**config.mk**
```make
export PLATFORM = sky130hd
export DESIGN_NAME = picorv32_bus_decoder
export DESIGN_NICKNAME = d
export VERILOG_FILES = /design/src/rtl/picorv32_bus_decoder.sv
export SDC_FILE = /design/constraint.sdc
export NUM_CORES = 1
export LEC_CHECK = 0
export CORE_AREA = 2 2 148 150
export DETAILED_ROUTE_END_ITERATION = 10
export DIE_AREA = 0 0 150 152
export GPL_TIMING_DRIVEN = 0
export MAX_ROUTING_LAYER = met4
export PLACE_DENSITY_LB_ADDON = 0.15
export RECOVER_POWER = 25
export SYNTH_ARGS = -nofsm -noshare
export SYNTH_HDL_FRONTEND = slang
export SYNTH_SLANG_ARGS = --single-unit
export TNS_END_PERCENT = 20
```
**constraint.sdc**
```tcl
create_clock -name clk -period 2.2 [get_ports clk]
set_input_delay 0.44 -clock clk [delete_from_list [all_inputs] [get_ports clk]]
set_output_delay 0.44 -clock clk [all_outputs]
set_load 0.02 [all_outputs]
```
**src/rtl/picorv32_bus_decoder.sv**
```systemverilog
`default_nettype none
// ============================================================================
// Module      : picorv32_bus_decoder
// Description : Address decoder and ready generator between the PicoRV32
//               native memory port and SLAVES memory-mapped slaves. The top
//               address bits select one slave, which gets a one-hot request.
//               Fixed-latency and ack-handshake slaves both complete with a
//               single cpu_ready pulse and registered read data. Unmapped
//               accesses complete with ERROR_DATA and set a sticky error flag.
//               Optional macro BUS_TIMEOUT_EN adds a BUSY watchdog that turns
//               a hung ack slave into an error completion.
// Revision    : 1.0 - initial release
// ============================================================================
module picorv32_bus_decoder #(
    parameter int                 SLAVES         = 8,
    parameter int                 SEL_START_BIT  = 28,
    parameter int                 SEL_BITS       = 4,
    parameter logic [SLAVES-1:0]  FIXED_MASK     = SLAVES'(8'b0000_0111),
    parameter int                 TIMEOUT_CYCLES = 255,
    parameter logic [31:0]        ERROR_DATA     = 32'hDEAD_BEEF
) (
    input  logic                  clk,
    input  logic                  reset,
    input  logic                  cpu_valid,
    input  logic [31:0]           cpu_la_addr,
    input  logic [3:0]            cpu_wstrb,
    output logic                  cpu_ready,
    output logic [31:0]           cpu_rdata,
    output logic [SLAVES-1:0]     slave_req,
    input  logic [SLAVES-1:0]     slave_ack,
    input  logic [SLAVES*32-1:0]  slave_rdata,
    input  logic                  bus_error_clr,
    output logic                  bus_error,
    output logic [31:0]           error_addr
);

    typedef enum logic [1:0] {
        ST_IDLE = 2'd0,
        ST_BUSY = 2'd1,
        ST_ERR  = 2'd2,
        ST_DONE = 2'd3
    } state_t;

    localparam logic [SEL_BITS:0]   C_NUM_SLAVES = (SEL_BITS+1)'(SLAVES);
    localparam logic [SEL_BITS-1:0] C_SEL_ONE    = SEL_BITS'(1);

    state_t                 state_q;
    logic [SEL_BITS-1:0]    idx_q;
    logic [31:0]            addr_q;
    logic                   first_q;
    logic                   cpu_ready_q;
    logic [31:0]            cpu_rdata_q;
    logic                   bus_error_q;
    logic [31:0]            error_addr_q;

`ifdef BUS_TIMEOUT_EN
    localparam int          TO_W = $clog2(TIMEOUT_CYCLES + 1);
    logic [TO_W-1:0]        cnt_q;
`endif

    logic [SEL_BITS-1:0]    w_sel;
    logic                   w_mapped;
    logic [31:0]            w_rdata_sel;
    logic                   w_ack_sel;
    logic                   w_fixed_sel;

    // Write strobes are not forwarded: slaves see only the request line.
    logic                   w_unused_wstrb;
    assign w_unused_wstrb = ^cpu_wstrb;

    assign w_sel    = cpu_la_addr[SEL_START_BIT+SEL_BITS-1:SEL_START_BIT];
    assign w_mapped = (w_sel != '0) && ({1'b0, w_sel} <= C_NUM_SLAVES);

    // Select read data, ack and latency class of the latched slave index
    always_comb begin
        w_rdata_sel = '0;
        w_ack_sel   = 1'b0;
        w_fixed_sel = 1'b0;
        for (int i = 0; i < SLAVES; i++) begin
            if (idx_q == SEL_BITS'(i)) begin
                w_rdata_sel = slave_rdata[32*i +: 32];
                w_ack_sel   = slave_ack[i];
                w_fixed_sel = FIXED_MASK[i];
            end
        end
    end

    // One-hot request while BUSY, decoded from the latched index
    always_comb begin
        slave_req = '0;
        if (state_q == ST_BUSY) begin
            for (int i = 0; i < SLAVES; i++) begin
                slave_req[i] = (idx_q == SEL_BITS'(i));
            end
        end
    end

    // Transaction FSM with registered ready, read data and error reporting
    always_ff @(posedge clk) begin
        if (reset) begin
            state_q      <= ST_IDLE;
            idx_q        <= '0;
            addr_q       <= '0;
            first_q      <= 1'b0;
            cpu_ready_q  <= 1'b0;
            cpu_rdata_q  <= '0;
            bus_error_q  <= 1'b0;
            error_addr_q <= '0;
`ifdef BUS_TIMEOUT_EN
            cnt_q        <= '0;
`endif
        end else begin
            cpu_ready_q <= 1'b0;
            // A clear is overridden below when an error completes on this edge
            if (bus_error_clr) begin
                bus_error_q <= 1'b0;
            end
            case (state_q)
                ST_IDLE: begin
                    if (cpu_valid) begin
                        addr_q  <= cpu_la_addr;
                        idx_q   <= w_sel - C_SEL_ONE;
                        first_q <= 1'b1;
`ifdef BUS_TIMEOUT_EN
                        cnt_q   <= '0;
`endif
                        state_q <= w_mapped ? ST_BUSY : ST_ERR;
                    end
                end
                ST_BUSY: begin
                    first_q <= 1'b0;
`ifdef BUS_TIMEOUT_EN
                    cnt_q   <= cnt_q + 1'b1;
`endif
                    // Fixed slaves present data one cycle after the request
                    if (w_fixed_sel ? !first_q : w_ack_sel) begin
                        cpu_rdata_q <= w_rdata_sel;
                        cpu_ready_q <= 1'b1;
                        state_q     <= ST_DONE;
                    end
`ifdef BUS_TIMEOUT_EN
                    else if (cnt_q == TO_W'(TIMEOUT_CYCLES - 1)) begin
                        cpu_rdata_q  <= ERROR_DATA;
                        cpu_ready_q  <= 1'b1;
                        bus_error_q  <= 1'b1;
                        error_addr_q <= addr_q;
                        state_q      <= ST_DONE;
                    end
`endif
                end
                ST_ERR: begin
                    cpu_rdata_q  <= ERROR_DATA;
                    cpu_ready_q  <= 1'b1;
                    bus_error_q  <= 1'b1;
                    error_addr_q <= addr_q;
                    state_q      <= ST_DONE;
                end
                ST_DONE: begin
                    // Gap cycle lets the CPU drop or replace mem_valid
                    state_q <= ST_IDLE;
                end
                default: begin
                    state_q <= ST_IDLE;
                end
            endcase
        end
    end

    assign cpu_ready  = cpu_ready_q;
    assign cpu_rdata  = cpu_rdata_q;
    assign bus_error  = bus_error_q;
    assign error_addr = error_addr_q;

endmodule
`default_nettype wire

```
# ---- Yosys cells after proc, flatten, opt, wreduce, memory -nomap -nowiden
# Index checks and enable logic that the tools add are counted.
# W data, S select, Z words.
dict set report word_totals {
  register_bits 105
  input_bits 304
  output_inout_bits 74
}
dict set report classes {
  addsub 1
  order_cmp 1
  eq_ne 12
  muxes 38
  n_reduce_logical 12
}
# op count
set op_table {}
lappend op_table {{$mux W32} 9}
lappend op_table {{$pmux W32 S2} 1}
lappend op_table {{$mux W1} 21}
lappend op_table {{$eq A4 B3 Y1 const B} 4}
lappend op_table {{$eq A4 B2 Y1 const B} 2}
lappend op_table {{$mux W8} 1}
lappend op_table {{$pmux W2 S4} 1}
lappend op_table {{$reduce_and A2 Y1} 4}
lappend op_table {{$mux W2} 3}
lappend op_table {{$reduce_bool A2 Y1} 3}
lappend op_table {{$eq A2 B2 Y1 const B} 2}
lappend op_table {{$eq A4 B1 Y1 const B} 1}
lappend op_table {{$le A4 B4 Y1 const B} 1}
lappend op_table {{$logic_not A4 Y1} 1}
lappend op_table {{$pmux W1 S2} 2}
lappend op_table {{$reduce_bool A4 Y1} 1}
lappend op_table {{$sub A4 B1 Y4 const B} 1}
lappend op_table {{$eq A2 B1 Y1 const B} 1}
lappend op_table {{$logic_not A2 Y1} 1}
lappend op_table {{$ne A2 B1 Y1 const B} 1}
lappend op_table {{$ne A2 B2 Y1 const B} 1}
lappend op_table {{$logic_and A1 B1 Y1} 1}
lappend op_table {{$logic_not A1 Y1} 1}

# ---- Longest topological paths before layout
dict set report logic_depth {
  word_depth 12
  mapped_depth 10
}

# ---- Worst setup path before layout
# Ideal clock, no wire load.
dict set report synth_path {
  path_kind {register to output}
  from {register idx_q[1]}
  to {output port slave_req[0]}
  arrival_time_ps 1534
  slack_ps 226
  stages_incl_launch_ff 7
  path_buffers 5
  cell_sequence {dfxtp_1 > buf_6 > buf_6 > buf_4 > buf_4 > buf_2 > nor3_1}
}
dict set report synth_via {
  elab_chain_cells 2
}
# element line_no
set synth_rtl {}
lappend synth_rtl {{from (decl)} 48} ;# logic [SEL_BITS-1:0] idx_q;
lappend synth_rtl {{from (signal assigned)} 122} ;# idx_q <= w_sel - C_SEL_ONE;
lappend synth_rtl {{$logic_not A4 Y1} 93} ;# slave_req[i] = (idx_q == SEL_BITS'(i));
lappend synth_rtl {{$mux W8} 91} ;# if (state_q == ST_BUSY) begin
lappend synth_rtl {{to (decl)} 29} ;# output logic [SLAVES-1:0] slave_req,
# Every way passes these cells.

# ---- Worst setup path in the final report
dict set report layout_path {
  from {register idx_q[1]}
  to {register cpu_rdata_q[1] (netlist: cpu_rdata[1])}
}
dict set report layout_via {
  elab_chain_cells 12
  elab_cells_between_ends 37
  classes_between {eq/ne (8); mux (27); reduce/logical (2)}
}
# element line_no
set layout_rtl {}
lappend layout_rtl {{$logic_not A4 Y1} 80} ;# if (idx_q == SEL_BITS'(i)) begin
lappend layout_rtl {{$mux W1 (8 in series)} 80}
lappend layout_rtl {{$mux W1} 136} ;# if (w_fixed_sel ? !first_q : w_ack_sel) begin
lappend layout_rtl {{$ne A2 B1 Y1 (no source line)} --}
lappend layout_rtl {{$reduce_and A2 Y1 (no source line)} --}
lappend layout_rtl {{to (signal assigned)} 137} ;# cpu_rdata_q <= w_rdata_sel;
lappend layout_rtl {{to (decl)} 52} ;# logic [31:0] cpu_rdata_q;
# Several ways; a longest one is shown, not always the timed one. The select of a mux whose other input is x is not followed.
# A chain may end at the register's enable or synchronous reset.

==> results.md <==
- The run finished with clean final reports.
- The number of distinct library cells after synthesis is 70.
- The total of endpoints with negative setup slack in the final report is 0.
- In the routed design, unresolved DRC markers number 0.
- Synthesis produced a netlist whose cell count is 767.
- For this design the static power due to leakage is 4.12 nW.
- Of the total power, registers draw 23.7%.
- The share of layout cells above drive strength 1 is 15.2%.
- For this run, the detailed router's first-pass iteration total came to 5.
- The number of core rows is 54.
- The count of flip-flops with a built-in enable after synthesis is 0.
- The effective utilization at floorplan is 30.3%.
- Using the TritonRoute via totals, the vias-per-cell ratio works out to 5.31.
- The final period utilization is 98.6%.
- The number of antenna-violating nets in the routed design is 0.
- The clock reaches the later pin of the worst-skew pair after 0.35 ns.
- The number of primary I/O pins is 378.
- The mean area per synthesized cell is 8.43 um2.
- The final critical delay including setup and external delays is 2.17 ns.
- The number of hold violations in the final report is 0.
- The final core area utilization is 52.7%.
- The sequential-to-total area share from yosys stat is 32.5%.
- In this run the worst path has a maximum fanout of 8.
- The region available for standard cell placement spans 0.0214 mm2.
- The TritonCTS clock tree is done.
- Counting every net in the synthesized netlist gives 1,076.
- The transition time at the pin with the least slew margin is 0.719 ns.
- After legalization and detailed placement, the total HPWL measured 26.4 mm.
- The routability congestion estimate from global placement is 0.926.
- The headroom to the max-slew limit is 51.8%.
- The die is 150 um wide.
- The nature of the critical path endpoint is a flip-flop.
- The synthesis warning total is 0.
- IR analysis of the VDD net gives a maximum drop of 0.522 mV.
- The worst hold path belongs to the class reg2reg.
- The die footprint is 0.0228 mm2.
- The data required time at the worst endpoint is 2.48 ns.
- The mean routed wirelength per cell is 23.0 um.
- The logic gate share of total power is 60.2%.
- The level count of the clock H-tree is 3.
- The area used by multi-input combinational logic is 0.00403 mm2.
- The placed instances occupy a cell area of 0.0105 mm2.
- Counting flops with an async set or reset pin after synthesis yields a share of 0%.
- OpenSTA, run right after detailed placement, puts the worst setup slack at -0.843 ns.
- The synthesized netlist occupies a cell area of 0.00647 mm2.
- The final critical-path setup slack is 0.0303 ns.
- Clock tree synthesis inserted a total of 9 buffers.
- Clock tree synthesis found a total of 105 sinks.
- The number of synthesized register bits is 105.
- The storage element area is 0.00210 mm2.
- The first routing iteration left 355 violations.
- The initial antenna violation count is 2.
- The internal power of the cells totals 6.15 mW.
- At the end of the flow, the number of nets in the layout was 1,472.
- The first global-routing pass estimated 47.6 mm of wire.
- The count of final max-slew check failures is 0.
- In this run switching power makes up 43.1% of total power.
- At the worst endpoint, the arrival time is 2.45 ns.
- Setup repair after global routing could not meet its margin everywhere.
- The type of origin of the critical path is a flip-flop.
- Global routing consumed, over all layers together, 28.7% of the routing resources.
- The setup skew after layout is 0.0120 ns.
- Derived from the worst setup path, the maximum achievable clock frequency is 461 MHz.
- In the synthesized netlist the dominant register cell turns out to be sky130_fd_sc_hd__dfxtp_1.
- The tree is rooted in a sky130_fd_sc_hd__clkbuf_16.
- The detailed-route via count is 7,697.
- The clock input transition at the sequential cells of the worst setup and hold paths is 0.08 ns.
- Buffers placed on the I/O ports in this run total 372.
- The maximum number of pins on one net before global-route repair is 19.
- The type of the worst setup path is reg2reg.
- The number of global-route vias before repair was 7,640.
- Measured along the y axis, the die boundary spans 152 um.
- The total congestion overflow after global routing is 0.
- Across the run, the number of max-cap violations was 0.
- After filler insertion, the fill cell instance count of the layout stands at 2,102.
- The ratio of total power to cell area is 961 mW/mm2.
- Once layout is done, the placed cells without fillers occupy 0.0113 mm2.
- The count of hold buffers inserted by post-cts repair is 0.
- The net switching power of the design is 4.66 mW.
- The relative area change from synthesis to final layout is 74.0%.
- The clock network burns 16.1% of the power.
- Wires add up to 33.3 mm.
- The maximum number of buffers from clock root to sink is 2.
[registers in the layout, indices dropped and copies added (netlist names)]
signal / cells
error_addr: 32
cpu_rdata: 32
bus_error: 1
cpu_ready: 1
first_q: 1
idx_q: 4
state_q: 2
addr_q: 32
[layout by cell type, fill, tap and decap left out, types with 15 or more instances in the layout]
cell type / Yosys / final
sky130_fd_sc_hd__clkdlybuf4s50_1: 0 / 343
sky130_fd_sc_hd__dfxtp_1: 105 / 103
sky130_fd_sc_hd__nor2_1: 79 / 77
sky130_fd_sc_hd__nand2_1: 73 / 73
sky130_fd_sc_hd__a21oi_1: 69 / 68
sky130_fd_sc_hd__o21ai_0: 52 / 50
sky130_fd_sc_hd__mux2i_1: 45 / 45
sky130_fd_sc_hd__buf_4: 8 / 22
sky130_fd_sc_hd__dlygate4sd3_1: 0 / 21
sky130_fd_sc_hd__inv_1: 20 / 20
sky130_fd_sc_hd__a221oi_1: 28 / 20
sky130_fd_sc_hd__o22ai_1: 20 / 20
sky130_fd_sc_hd__clkbuf_1: 35 / 19
sky130_fd_sc_hd__a21oi_2: 15 / 16
sky130_fd_sc_hd__a22oi_1: 16 / 15
[area by class of cell]
cell class                 instances  area share (%)
clock buffer                      11            2.25
antenna                            2          0.0445
tap                              280            3.11
sequential                       105            18.7
multi-input combinational        566            35.8
clock inverter                     5           0.600
inverter                          20           0.667
buffer                            75            4.98
timing repair buffer             386            33.9
[stage by stage]
step | hold WS (ns) | power (mW) | setup TNS (ns) | instances
after floorplan | 0.436 | 6.26 | 0 | 767
after global placement | 0.443 | 8.67 | -11.60 | 1419
after detailed placement | 0.449 | 8.70 | -11.75 | 1419
after CTS | 0.459 | 10.7 | -0.213 | 1446
after global routing | 0.476 | 11.4 | -0.424 | 1450
final | 0.456 | 10.8 | 0 | 1450
[timing repair]
action | 4_1_cts | 5_1_grt
resized for setup | 88 | 52
pin swaps | 1 | 3
setup endpoints to repair | 49 | 59
buffers inserted | 11 | 3
endpoints found under the hold margin | 0 | 0
[worst max-delay path: stages, from the launching register on]
cell and delay (ns):
sky130_fd_sc_hd__dfxtp_2 0.33, sky130_fd_sc_hd__buf_6 0.12, sky130_fd_sc_hd__buf_8 0.13, sky130_fd_sc_hd__buf_12 0.11, sky130_fd_sc_hd__buf_12 0.10, sky130_fd_sc_hd__buf_4 0.16
sky130_fd_sc_hd__buf_4 0.16, sky130_fd_sc_hd__o21ai_0 0.08, sky130_fd_sc_hd__a221oi_1 0.35, sky130_fd_sc_hd__a221oi_1 0.09, sky130_fd_sc_hd__nor2_1 0.20, sky130_fd_sc_hd__o211ai_1 0.13
sky130_fd_sc_hd__a21oi_1 0.13
[metal layers]
metal / GRT usage, % / part of all wire (%) / routed length [um]
met1: 33.7 / 40 / 13400
met2: 47.8 / 48 / 16200
met3: 8.14 / 8.8 / 2930
met4: 7.86 / 2.5 / 843
met5: - / 0 / 0
[kinds of logic (layout without fill, tap and decap cells)]
kind of cell / count (synthesis) / count (layout) / share of synthesized area (%)
AO/OA/AOI/OAI: 285 / 285 / 31.5
XOR/XNOR: 2 / 2 / 0.271
adder cells (fa/ha/maj): 5 / 5 / 0.967
buffers and inverters: 96 / 497 / 7.85
flip-flops: 105 / 105 / 32.5
multiplexers: 66 / 66 / 12.2
other: 0 / 2 / 0
AND/OR/NAND/NOR: 208 / 208 / 14.7
[power groups by stage]
| stage | combinational, mW | clock [mW] | sequential [mW] |
|---|---|---|---|
| 5_1_grt | 6.92 | 1.86 | 2.62 |
| 2_1_floorplan | 3.36 | 0 | 2.90 |
| 3_3_place_gp | 6.08 | 0 | 2.59 |
| 3_5_place_dp | 6.10 | 0 | 2.60 |
| 6_report | 6.51 | 1.74 | 2.56 |
| 4_1_cts | 6.35 | 1.78 | 2.56 |
[synth_stat cells (2+ instances only)]
master / instances / area [um2]
sky130_fd_sc_hd__a2111oi_0: 5 / 43.8
sky130_fd_sc_hd__a211o_1: 6 / 52.6
sky130_fd_sc_hd__a211oi_1: 2 / 15.0
sky130_fd_sc_hd__a21oi_1: 69 / 345
sky130_fd_sc_hd__a21oi_2: 15 / 131
sky130_fd_sc_hd__a221oi_1: 28 / 245
sky130_fd_sc_hd__a22o_1: 10 / 87.6
sky130_fd_sc_hd__a22oi_1: 16 / 120
sky130_fd_sc_hd__a311oi_1: 13 / 114
sky130_fd_sc_hd__and2_1: 2 / 12.5
sky130_fd_sc_hd__and3_1: 2 / 12.5
sky130_fd_sc_hd__buf_1: 6 / 22.5
sky130_fd_sc_hd__buf_2: 15 / 75.1
sky130_fd_sc_hd__buf_4: 8 / 60.1
sky130_fd_sc_hd__buf_6: 9 / 101
sky130_fd_sc_hd__clkbuf_1: 35 / 131
sky130_fd_sc_hd__dfxtp_1: 105 / 2100
sky130_fd_sc_hd__ha_1: 5 / 62.6
sky130_fd_sc_hd__inv_1: 20 / 75.1
sky130_fd_sc_hd__mux2_2: 11 / 124
sky130_fd_sc_hd__mux2i_1: 45 / 450
sky130_fd_sc_hd__mux4_2: 9 / 203
sky130_fd_sc_hd__nand2_1: 73 / 274
sky130_fd_sc_hd__nand2_4: 2 / 22.5
sky130_fd_sc_hd__nand2b_1: 14 / 87.6
sky130_fd_sc_hd__nor2_1: 79 / 297
sky130_fd_sc_hd__nor2b_1: 13 / 81.3
sky130_fd_sc_hd__nor3_1: 10 / 50.1
sky130_fd_sc_hd__o211ai_1: 10 / 75.1
sky130_fd_sc_hd__o211ai_2: 9 / 113
sky130_fd_sc_hd__o21ai_0: 52 / 260
sky130_fd_sc_hd__o21ai_1: 2 / 10.0
sky130_fd_sc_hd__o221ai_1: 2 / 17.5
sky130_fd_sc_hd__o22ai_1: 20 / 125
sky130_fd_sc_hd__o2bb2ai_1: 2 / 17.5
sky130_fd_sc_hd__o31ai_1: 2 / 15.0
sky130_fd_sc_hd__o32ai_1: 5 / 43.8
sky130_fd_sc_hd__o41ai_1: 4 / 35.0
[worst paths after layout]
kind,from,endpoint,slack [ns],cells after the start
setup / recovery,idx_q[1],cpu_rdata[1],0.03,12
hold / removal,addr_q[7],addr_q[7],0.46,2
setup reg to reg,idx_q[1],cpu_rdata[1],0.03,12
hold reg to reg,addr_q[7],addr_q[7],0.46,2
No activity file was read; power rests on OpenSTA's default activity.
